**src/rtl/fp_pkg.sv**
```systemverilog
// Shared definitions for the floating-point add/subtract pipeline:
// default field widths, flag bit positions, operand classes and the
// canonical quiet-NaN pattern.
package fp_pkg;

   localparam int DEF_EXP_W = 8;
   localparam int DEF_MAN_W = 23;

   // flags = {invalid, overflow, inexact}
   localparam int FLAG_W        = 3;
   localparam int FLAG_INVALID  = 2;
   localparam int FLAG_OVERFLOW = 1;
   localparam int FLAG_INEXACT  = 0;

   typedef enum logic [2:0] {
      CLS_ZERO,
      CLS_NORMAL,
      CLS_INF,
      CLS_QNAN,
      CLS_SNAN
   } fp_class_e;

   // Sign 0, exponent all ones, mantissa MSB set; caller truncates to its width
   function automatic logic [63:0] canon_nan(input int exp_w, input int man_w);
      logic [63:0] r;
      r = ((64'd1 << exp_w) - 64'd1) << man_w;
      r = r | (64'd1 << (man_w - 1));
      return r;
   endfunction

endpackage

```
**src/rtl/fp_lzc.sv**
```systemverilog
// Parametrised leading-zero counter; an all-zero input reports WIDTH.
module fp_lzc #(
   parameter int WIDTH = 8,
   parameter int CNT_W = $clog2(WIDTH + 1)
)(
   input  logic [WIDTH-1:0] value,
   output logic [CNT_W-1:0] count
);

   // Highest set bit wins because later loop iterations overwrite earlier ones
   always_comb begin
      count = CNT_W'(WIDTH);
      for (int i = 0; i < WIDTH; i++) begin
         if (value[i]) count = CNT_W'(WIDTH - 1 - i);
      end
   end

endmodule

```
**src/rtl/fp_addsub_pipe.sv**
```systemverilog
// Four-stage pipelined floating-point adder/subtractor with valid/ready
// handshake. S1 unpack/classify/swap, S2 align with guard/round/sticky,
// S3 add/sub plus leading-zero count, S4 normalise/round/pack/flags.
module fp_addsub_pipe
   import fp_pkg::*;
#(
   parameter int EXP_W = DEF_EXP_W,
   parameter int MAN_W = DEF_MAN_W,
   localparam int W = 1 + EXP_W + MAN_W
)(
   input  logic              clk,
   input  logic              reset,
   input  logic              in_valid,
   output logic              in_ready,
   input  logic [W-1:0]      A,
   input  logic [W-1:0]      B,
   input  logic              op,
   output logic              out_valid,
   input  logic              out_ready,
   output logic [W-1:0]      Sum,
   output logic [FLAG_W-1:0] flags
);

   localparam int XW        = MAN_W + 4;          // hidden + fraction + G/R/S
   localparam int NW        = MAN_W + 5;          // XW plus carry-out
   localparam int LZW       = $clog2(NW + 1);
   localparam int MR_W      = MAN_W + 2;          // rounded mantissa incl. carry
   localparam int SAT_SHIFT = MAN_W + 3;
   localparam int EXP_INF   = (1 << EXP_W) - 1;
   localparam logic [EXP_W-1:0] EXP_MAX = '1;
   localparam logic [W-1:0]     QNAN    = W'(canon_nan(EXP_W, MAN_W));

   logic advance;
   assign advance   = !out_valid || out_ready;
   assign in_ready  = advance;

   function automatic fp_class_e classify(input logic [EXP_W-1:0] e, input logic [MAN_W-1:0] m);
      fp_class_e c;
      c = CLS_NORMAL;
      if (e == '0)                c = CLS_ZERO;
      else if (e == EXP_MAX) begin
         if (m == '0)             c = CLS_INF;
         else if (m[MAN_W-1])     c = CLS_QNAN;
         else                     c = CLS_SNAN;
      end
      return c;
   endfunction

   // ---------------- S1: unpack, classify, order by magnitude ----------------
   fp_class_e           a_cls, b_cls;
   logic                sa, sb_eff, swap;
   logic [EXP_W-1:0]    a_e, b_e;
   logic [MAN_W:0]      a_m, b_m;
   logic                spec_hit;
   logic [W-1:0]        spec_word;
   logic [FLAG_W-1:0]   spec_flags;

   // Subnormals are treated as signed zero: exponent and mantissa cleared
   always_comb begin
      sa     = A[W-1];
      sb_eff = B[W-1] ^ op;
      a_cls  = classify(A[W-2:MAN_W], A[MAN_W-1:0]);
      b_cls  = classify(B[W-2:MAN_W], B[MAN_W-1:0]);
      a_e    = (a_cls == CLS_ZERO) ? '0 : A[W-2:MAN_W];
      b_e    = (b_cls == CLS_ZERO) ? '0 : B[W-2:MAN_W];
      a_m    = (a_cls == CLS_ZERO) ? '0 : {1'b1, A[MAN_W-1:0]};
      b_m    = (b_cls == CLS_ZERO) ? '0 : {1'b1, B[MAN_W-1:0]};
      swap   = {b_e, b_m} > {a_e, a_m};
   end

   // NaN / infinity outcomes are decided here and carried past the datapath
   always_comb begin
      spec_hit   = 1'b0;
      spec_word  = '0;
      spec_flags = '0;
      if (a_cls == CLS_QNAN || a_cls == CLS_SNAN || b_cls == CLS_QNAN || b_cls == CLS_SNAN) begin
         spec_hit                 = 1'b1;
         spec_word                = QNAN;
         spec_flags[FLAG_INVALID] = (a_cls == CLS_SNAN) || (b_cls == CLS_SNAN);
      end else if (a_cls == CLS_INF && b_cls == CLS_INF) begin
         spec_hit = 1'b1;
         if (sa != sb_eff) begin
            spec_word                = QNAN;
            spec_flags[FLAG_INVALID] = 1'b1;
         end else begin
            spec_word = {sa, EXP_MAX, {MAN_W{1'b0}}};
         end
      end else if (a_cls == CLS_INF) begin
         spec_hit  = 1'b1;
         spec_word = {sa, EXP_MAX, {MAN_W{1'b0}}};
      end else if (b_cls == CLS_INF) begin
         spec_hit  = 1'b1;
         spec_word = {sb_eff, EXP_MAX, {MAN_W{1'b0}}};
      end
   end

   logic                s1_valid_reg, s1_sx_reg, s1_sy_reg, s1_spec_reg;
   logic [EXP_W-1:0]    s1_ex_reg, s1_ey_reg;
   logic [MAN_W:0]      s1_mx_reg, s1_my_reg;
   logic [W-1:0]        s1_word_reg;
   logic [FLAG_W-1:0]   s1_flags_reg;

   // S1 register: X always holds the larger magnitude
   always_ff @(posedge clk or posedge reset) begin
      if (reset) begin
         s1_valid_reg <= 1'b0; s1_sx_reg <= 1'b0; s1_sy_reg <= 1'b0; s1_spec_reg <= 1'b0;
         s1_ex_reg <= '0; s1_ey_reg <= '0; s1_mx_reg <= '0; s1_my_reg <= '0;
         s1_word_reg <= '0; s1_flags_reg <= '0;
      end else if (advance) begin
         s1_valid_reg <= in_valid;
         s1_sx_reg    <= swap ? sb_eff : sa;
         s1_sy_reg    <= swap ? sa : sb_eff;
         s1_ex_reg    <= swap ? b_e : a_e;
         s1_ey_reg    <= swap ? a_e : b_e;
         s1_mx_reg    <= swap ? b_m : a_m;
         s1_my_reg    <= swap ? a_m : b_m;
         s1_spec_reg  <= spec_hit;
         s1_word_reg  <= spec_word;
         s1_flags_reg <= spec_flags;
      end
   end

   // ---------------- S2: align Y ----------------
   logic [31:0]   diff;
   logic [XW-1:0] y_ext, y_sh, y_al;
   logic          y_lost;

   // Shifts of MAN_W+3 or more leave only the sticky bit
   always_comb begin
      diff   = 32'(s1_ex_reg) - 32'(s1_ey_reg);
      y_ext  = {s1_my_reg, 3'b000};
      y_sh   = '0;
      y_lost = 1'b0;
      y_al   = '0;
      if (diff >= 32'(SAT_SHIFT)) begin
         y_al = {{(XW-1){1'b0}}, |s1_my_reg};
      end else begin
         y_sh   = y_ext >> diff;
         y_lost = |(y_ext & ~({XW{1'b1}} << diff));
         y_al   = {y_sh[XW-1:1], y_sh[0] | y_lost};
      end
   end

   logic                s2_valid_reg, s2_sx_reg, s2_sub_reg, s2_spec_reg;
   logic [EXP_W-1:0]    s2_ex_reg;
   logic [MAN_W:0]      s2_mx_reg;
   logic [XW-1:0]       s2_yal_reg;
   logic [W-1:0]        s2_word_reg;
   logic [FLAG_W-1:0]   s2_flags_reg;

   // S2 register
   always_ff @(posedge clk or posedge reset) begin
      if (reset) begin
         s2_valid_reg <= 1'b0; s2_sx_reg <= 1'b0; s2_sub_reg <= 1'b0; s2_spec_reg <= 1'b0;
         s2_ex_reg <= '0; s2_mx_reg <= '0; s2_yal_reg <= '0;
         s2_word_reg <= '0; s2_flags_reg <= '0;
      end else if (advance) begin
         s2_valid_reg <= s1_valid_reg;
         s2_sx_reg    <= s1_sx_reg;
         s2_sub_reg   <= s1_sx_reg ^ s1_sy_reg;
         s2_spec_reg  <= s1_spec_reg;
         s2_ex_reg    <= s1_ex_reg;
         s2_mx_reg    <= s1_mx_reg;
         s2_yal_reg   <= y_al;
         s2_word_reg  <= s1_word_reg;
         s2_flags_reg <= s1_flags_reg;
      end
   end

   // ---------------- S3: add/subtract, leading zeros ----------------
   logic [NW-1:0]  raw_sum;
   logic [LZW-1:0] raw_lz;

   // |X| >= |Y| so the difference can never go negative
   always_comb begin
      raw_sum = s2_sub_reg ? ({1'b0, s2_mx_reg, 3'b000} - {1'b0, s2_yal_reg})
                           : ({1'b0, s2_mx_reg, 3'b000} + {1'b0, s2_yal_reg});
   end

   fp_lzc #(.WIDTH(NW)) u_lzc (
      .value (raw_sum),
      .count (raw_lz)
   );

   logic                s3_valid_reg, s3_sign_reg, s3_zero_reg, s3_spec_reg;
   logic [EXP_W-1:0]    s3_ex_reg;
   logic [NW-1:0]       s3_sum_reg;
   logic [LZW-1:0]      s3_lz_reg;
   logic [W-1:0]        s3_word_reg;
   logic [FLAG_W-1:0]   s3_flags_reg;

   // S3 register: an exact-zero difference is +0, a same-sign zero keeps its sign
   always_ff @(posedge clk or posedge reset) begin
      if (reset) begin
         s3_valid_reg <= 1'b0; s3_sign_reg <= 1'b0; s3_zero_reg <= 1'b0; s3_spec_reg <= 1'b0;
         s3_ex_reg <= '0; s3_sum_reg <= '0; s3_lz_reg <= '0;
         s3_word_reg <= '0; s3_flags_reg <= '0;
      end else if (advance) begin
         s3_valid_reg <= s2_valid_reg;
         s3_zero_reg  <= (raw_sum == '0);
         s3_sign_reg  <= (raw_sum == '0 && s2_sub_reg) ? 1'b0 : s2_sx_reg;
         s3_spec_reg  <= s2_spec_reg;
         s3_ex_reg    <= s2_ex_reg;
         s3_sum_reg   <= raw_sum;
         s3_lz_reg    <= raw_lz;
         s3_word_reg  <= s2_word_reg;
         s3_flags_reg <= s2_flags_reg;
      end
   end

   // ---------------- S4: normalise, round, pack ----------------
   logic [NW-1:0]     norm;
   logic              guard, sticky, round_up;
   logic [MR_W-1:0]   mant_r;
   logic [MAN_W-1:0]  frac;
   int                e_res;
   logic [W-1:0]      res_word;
   logic [FLAG_W-1:0] res_flags;

   // Round-to-nearest-even; a rounding carry bumps the exponent by one
   always_comb begin
      norm      = s3_sum_reg << s3_lz_reg;
      guard     = norm[3];
      sticky    = |norm[2:0];
      round_up  = guard & (sticky | norm[4]);
      mant_r    = {1'b0, norm[NW-1:4]} + MR_W'(round_up);
      e_res     = int'(s3_ex_reg) + 1 - int'(s3_lz_reg) + int'(mant_r[MAN_W+1]);
      frac      = mant_r[MAN_W+1] ? mant_r[MAN_W:1] : mant_r[MAN_W-1:0];
      res_word  = '0;
      res_flags = '0;
      if (s3_spec_reg) begin
         res_word  = s3_word_reg;
         res_flags = s3_flags_reg;
      end else if (s3_zero_reg) begin
         res_word = {s3_sign_reg, {(W-1){1'b0}}};
      end else if (e_res >= EXP_INF) begin
         res_word                  = {s3_sign_reg, EXP_MAX, {MAN_W{1'b0}}};
         res_flags[FLAG_OVERFLOW]  = 1'b1;
         res_flags[FLAG_INEXACT]   = 1'b1;
      end else if (e_res <= 0) begin
         res_word                 = {s3_sign_reg, {(W-1){1'b0}}};
         res_flags[FLAG_INEXACT]  = 1'b1;
      end else begin
         res_word                 = {s3_sign_reg, e_res[EXP_W-1:0], frac};
         res_flags[FLAG_INEXACT]  = guard | sticky;
      end
   end

   // Output register: Sum/flags hold while the consumer stalls
   always_ff @(posedge clk or posedge reset) begin
      if (reset) begin
         out_valid <= 1'b0;
         Sum       <= '0;
         flags     <= '0;
      end else if (advance) begin
         out_valid <= s3_valid_reg;
         Sum       <= res_word;
         flags     <= res_flags;
      end
   end

endmodule

```
**config.mk**
```make
export PLATFORM = sky130hd
export DESIGN_NAME = fp_addsub_pipe
export DESIGN_NICKNAME = d
export VERILOG_FILES = /design/src/rtl/fp_pkg.sv /design/src/rtl/fp_lzc.sv /design/src/rtl/fp_addsub_pipe.sv
export SDC_FILE = /design/constraint.sdc
export NUM_CORES = 1
export LEC_CHECK = 0
export CAP_MARGIN = 5
export CORE_UTILIZATION = 61
export CTS_BUF_LIST = sky130_fd_sc_hd__clkbuf_16
export CTS_CLUSTER_SIZE = 28
export DETAILED_ROUTE_END_ITERATION = 16
export PLACE_DENSITY = 0.82
export SKIP_CTS_REPAIR_TIMING = 1
export SYNTH_ARGS = -nofsm -noshare
export SYNTH_HDL_FRONTEND = slang
export SYNTH_SLANG_ARGS = --single-unit
```
**constraint.sdc**
```tcl
create_clock -name clk -period 9.2 [get_ports clk]
set_input_delay 0.92 -clock clk [delete_from_list [all_inputs] [get_ports clk]]
set_output_delay 0.92 -clock clk [all_outputs]
set_load 0.01 [all_outputs]
```
Word level (Yosys, flattened, before mapping)
Cells that the tools add are included.
W data, S select, Z words.

word-level totals
  flip-flop bits (word level) = 311
  bits of input ports = 69
  output and inout port bits = 37
  logic and storage cells = 152

operators by class
  add/sub/neg operators = 7
  magnitude comparators = 4
  equal/unequal tests = 9
  shift operators = 3
  mux-type cells = 72
  bitwise operators = 8
  reductions and logical operators = 18

operator list
  cell                      count
  $mux W32                  6
  $mux W24                  4
  $mux W31                  3
  $mux W5                   16
  $logic_not A23 Y1         2
  $mux W3                   12
  $ge A32 B5 Y1 const B     1
  $gt A32 B32 Y1            1
  $mux W4                   8
  $mux W8                   4
  $shl A27 B32 Y27 const A  1
  $shr A27 B32 Y27          1
  $add A27 B27 Y28          1
  $logic_not A28 Y1         1
  $mux W28                  1
  $shl A28 B5 Y28           1
  $sub A27 B27 Y28          1
  $and A27 B27 Y27          1
  $mux W27                  1
  $not A27 Y27              1
  $reduce_or A27 Y1         1
  $add A24 B1 Y25           1
  $reduce_or A24 Y1         1
  $mux W23                  1
  other kinds (21)          50

Longest topological paths before layout
  word-level depth = 30
  gate-level depth with buffers = 27
  depth with buffers taken out = 21

Hierarchy
Synthesis repeated with hierarchy kept, for this count alone.

second synthesis, totals
  cell total of the unflattened synthesis = 2,161
  area, all modules = 17,834.6 um^2

modules (own cells, without submodules)
  module          times used  cells each  area each (um^2)  seq. area each (um^2)
  fp_addsub_pipe  1           2,101       17,498.0          5,530.3
  fp_lzc          1           60          336.6             0.0

Worst setup path after synthesis
No wires, ideal clock.

  path kind = register to register
  start point = register s3_lz_reg[0]
  end point = register Sum[11]
  library setup time = 0.121 ns
  arrival = 5.282 ns
  required time = 9.079 ns
  slack = 3.797 ns
  stages on the path, launching flop included = 26
  path buffers = 6
  period minus slack after synthesis = 5.403 ns
  cell sequence = dfrtp_1 -> buf_6 -> buf_8 -> buf_6 -> buf_6 -> nor3b_2 -> nor3_1 -> a2111oi_0 -> ha_1 -> ha_1 -> nand2_1 -> nor4_2 -> nand3b_2 -> nor2_4 -> ha_1 -> ha_1 -> nand2_1 -> nor4b_2 -> nand4_1 -> a211o_1 -> nor2b_1 -> and3_1 -> buf_2 -> nor2b_1 -> buf_4 -> a22o_1

between the ends
  cells in the longest elaborated chain, start to end = 11
  elaborated cells on any way between the ends = 14
  those cells by class = add/sub (3); order compare (2); shift (1); mux (5); bitwise (2); reduce/logical (1)

ends and longest elaborated chain
  item                    RTL line               text
  start, declared         fp_addsub_pipe.sv:188  logic [LZW-1:0] s3_lz_reg;
  start signal, assigned  fp_addsub_pipe.sv:205  s3_lz_reg <= raw_lz;
  $shl A28 B5 Y28         fp_addsub_pipe.sv:222  norm = s3_sum_reg << s3_lz_reg;
  $reduce_or A3 Y1        fp_addsub_pipe.sv:224  sticky = |norm[2:0];
  $or A1 B1 Y1            fp_addsub_pipe.sv:225  round_up = guard & (sticky | norm[4]);
  $and A1 B1 Y1           fp_addsub_pipe.sv:225
  $add A24 B1 Y25         fp_addsub_pipe.sv:226  mant_r = {1'b0, norm[NW-1:4]} + MR_W'(round_up);
  $add A10 B2 Y11         fp_addsub_pipe.sv:227  e_res = int'(s3_ex_reg) + 1 - int'(s3_lz_reg) + int'(mant_r[MAN_W+1]);
  $le A11 B1 Y1           fp_addsub_pipe.sv:240  end else if (e_res <= 0) begin
  $mux W31                fp_addsub_pipe.sv:240
  $mux W31 (*)            fp_addsub_pipe.sv:236  end else if (e_res >= EXP_INF) begin
  $mux W31 (*)            fp_addsub_pipe.sv:234  end else if (s3_zero_reg) begin
  $mux W32 (*)            fp_addsub_pipe.sv:231  if (s3_spec_reg) begin
  end signal, assigned    fp_addsub_pipe.sv:257  Sum <= res_word;
  end, declared           fp_addsub_pipe.sv:20   output logic [W-1:0] Sum,

Mark *: on every way between the ends. The rest lies on a longest branch, timed or not.
A chain may end at the register's enable or synchronous reset.

Final worst setup path
  start point = register s3_lz_reg[2]
  end point = register Sum[9]

Same word-level chain as after synthesis.

==> flow_summary.ini <==
[outcome]
status = completed

[finish]
largest_reg_flops = 32
area_delta_synth_final_pct = 11.3
final_util_pct = 69.4
fin_cells = 2534
antennaDiodeCount = 0
nets = 2317
drive_gt1_share_pct = 6.82
fill_cells = 2239

[timing]
max_slew_margin_pct = 28.3
setup_viol = 0
final_max_slew_viol_count = 0
post-route-period-util_pct = 76.1
final.setup.tns_ps = 0
layout_min_cycle_time_ps = 7000
rsz0062_at_grt = false
holdWs_ps = 460
max_clock_freq_mhz = 143
fin_worst_skew_ps = 23.3
worstMarginPinSlew_ps = 1070
hold_viol_final = 0

[synthesis]
yosysMostFrequentCell = nand2_1
yosys.area.top_type = dfrtp_1
synth_top_flop_cell = dfrtp_1
synth-edff-count = 0
ys_seq_area_share_pct = 31.7
syn_inst = 2117
synth_area_per_cell_um2 = 8.25
synth_area_um2 = 17500
ys_types = 101
synth_top_cell_area_share_pct = 31.7
ys_ff_latch = 221
syn_nets = 2297
synth.area.top_cells = dfrtp_1 (32%), nand2_1 (8.7%), ha_1 (7.7%)
yosys_warnings = 0
async_reset_ff_share_pct = 100
synth_common_cells = nand2_1 (405), dfrtp_1 (221), nor2_1 (165)

[clock_network]
cts.sinks = 221
root_buffer = clkbuf_16
clock_latency_ps = 540
numCtsBuffers = 26
clock_path_buffers = 3
clk_pin_slew_worst_paths_ps = 60
htreeDepth = 1
cts_tree = yes

[placement]
place_congestion = 0.965
dp_hpwl_um = 35900
dp.cells = 2487
portBuffers = 105

[grt]
grt_usage_pct = 33.2
overflow = 0
first_global_vias = 15300
grt_start_max_net_pins = 150
antenna_found_initial = 0
grt_pass1_wl_um = 78300

[pwr]
clock_power_share_pct = 12.2
power_frac_seq_pct = 21.0
powerDensity_nw_per_um2 = 416
p_sw_share_pct = 50.2
p_leak_uw = 0.00875
pwr-share-comb_pct = 66.8
p_int_uw = 4030
p_sw_uw = 4060
vdd_drop_max_mv = 0.195

[route]
drc = 0
drt-total-wl_um = 48700
detail_route.wl_per_cell_um = 19.2
drt_iter0_markers = 1605
route.vias.total = 16400
drtPass1Iterations = 5
drtAntennaViolNets = 0
avgViaCountPerCell = 6.46

[setup_path]
cp.arrival_ps = 7470
end_kind = flip-flop
crit_chain = inv_1 -> nor3_1 -> a21oi_1 -> nor2_1 -> ha_1 -> nand2_1 -> nor4_2 -> nand3b_2 -> nor2_4 -> ha_1 -> ha_1 -> nand2_1 -> nor4b_2 -> nor4_1 -> o211ai_1 -> a211o_1 -> nor2b_1 -> and3_1 -> nor2b_1 -> a22o_1
cpMaxStageDelayCell = dfrtp_1
crit_top_cell = ha_1
critPathKind = reg2reg
critPathMaxStageDelay_ps = 910
crit_fanout = 32
start_kind = flip-flop
cp_data_required_time_ps = 9670

[worst_hold_path]
hold_class = reg2reg

[floorplanning]
fp.coreArea_um2 = 28000
initial_utilization_pct = 62.4
die-area_um2 = 29300
num_rows = 61
top_level_ports = 106
die_w_um = 171
die_h_um = 171

[job]
maxCapViolations = 0
-- power by group through the flow --
| stage | Combinational, µW | Sequential, µW | Clock, µW |
|---|---|---|---|
| after floorplan | 4070 | 1560 | 0 |
| after global placement | 5190 | 1680 | 0 |
| after detailed placement | 5270 | 1700 | 0 |
| after CTS | 5320 | 1690 | 998 |
| after global routing | 5880 | 1740 | 1040 |
| final | 5410 | 1700 | 987 |
-- cell usage in the layout (no fill, tap or decap), types with 8 or more instances in the layout --
| master | n |
|---|---|
| a211oi_1 | 29 |
| a21o_1 | 26 |
| a21oi_1 | 126 |
| a221o_1 | 29 |
| a22o_1 | 21 |
| a22oi_1 | 28 |
| a31oi_1 | 20 |
| and2_1 | 31 |
| and3_1 | 35 |
| buf_4 | 22 |
| clkbuf_16 | 26 |
| clkdlybuf4s50_1 | 105 |
| clkinv_1 | 9 |
| dfrtp_1 | 221 |
| ha_1 | 108 |
| inv_1 | 97 |
| mux2_2 | 15 |
| mux2i_1 | 58 |
| mux4_2 | 31 |
| nand2_1 | 405 |
| nand2b_1 | 17 |
| nand3_1 | 29 |
| nand4_1 | 22 |
| nor2_1 | 165 |
| nor2b_1 | 16 |
| nor3_1 | 29 |
| nor4_1 | 23 |
| o211ai_1 | 13 |
| o21a_1 | 12 |
| o21ai_0 | 125 |
| o22a_1 | 8 |
| o22ai_1 | 19 |
| o31ai_1 | 8 |
| or3_1 | 10 |
| xnor2_1 | 38 |
| xor2_1 | 22 |
-- worst paths after layout --
kind	start	end	slack, ps	cells after the start
max in group asynchronous	reset	Sum[15]	6760	3
hold reg to reg	s3_valid_reg	s3_valid_reg	460	2
setup reg to reg	s3_lz_reg[2]	Sum[9]	2200	20
min in group asynchronous	reset	s2_ex_reg[5]	990	2
setup / recovery	s3_lz_reg[2]	Sum[9]	2200	20
hold / removal	s3_valid_reg	s3_valid_reg	460	2
-- worst max-delay path, delay by kind of cell (launching register included) --
family	cells	cell delay, ps
buffers and inverters	1	750
flip-flops	1	910
AO/OA/AOI/OAI	4	770
adder cells (fa/ha/maj)	3	590
AND/OR/NAND/NOR	12	3930
-- cells by family (layout without fill, tap and decap cells) --
group / count (synthesis) / count (layout) / share of synthesized area [%]
fa+ha+maj: 111 / 111 / 8.08
compound gates: 543 / 543 / 20.8
xor+xnor: 65 / 65 / 3.39
mux: 104 / 104 / 8.29
flops: 221 / 221 / 31.7
buf+inv: 234 / 273 / 5.51
simple gates: 839 / 839 / 22.3
-- per-stage QoR --
step,worst slack [ps],instance area [µm²],total power [µW]
finish,2200,19400,8090
global route,1630,19400,8650
CTS,2360,19400,8000
detailed placement,2400,18600,6970
global placement,2730,18600,6870
floorplan,2230,17500,5630
-- metal layers --
metal	vias up	part of all wire (%)	global-route usage [%]
met4	0	4.0	13.4
met5	-	0	0
li1	7651	-	-
met3	159	6.6	3.93
met2	743	46	53.6
met1	7813	43	45.4
-- area by class of cell --
cell class                      count  area, µm²  area share (%)
Multi-Input combinational cell   1662      11000            56.7
Timing Repair Buffer              127       1220            6.25
Sequential cell                   221       5530            28.4
Clock inverter                     21        169           0.869
Clock buffer                       26        651            3.35
Tap cell                          378        473            2.43
Inverter                           99        382            1.96
Note: power is estimated with default switching activity, not from simulation.
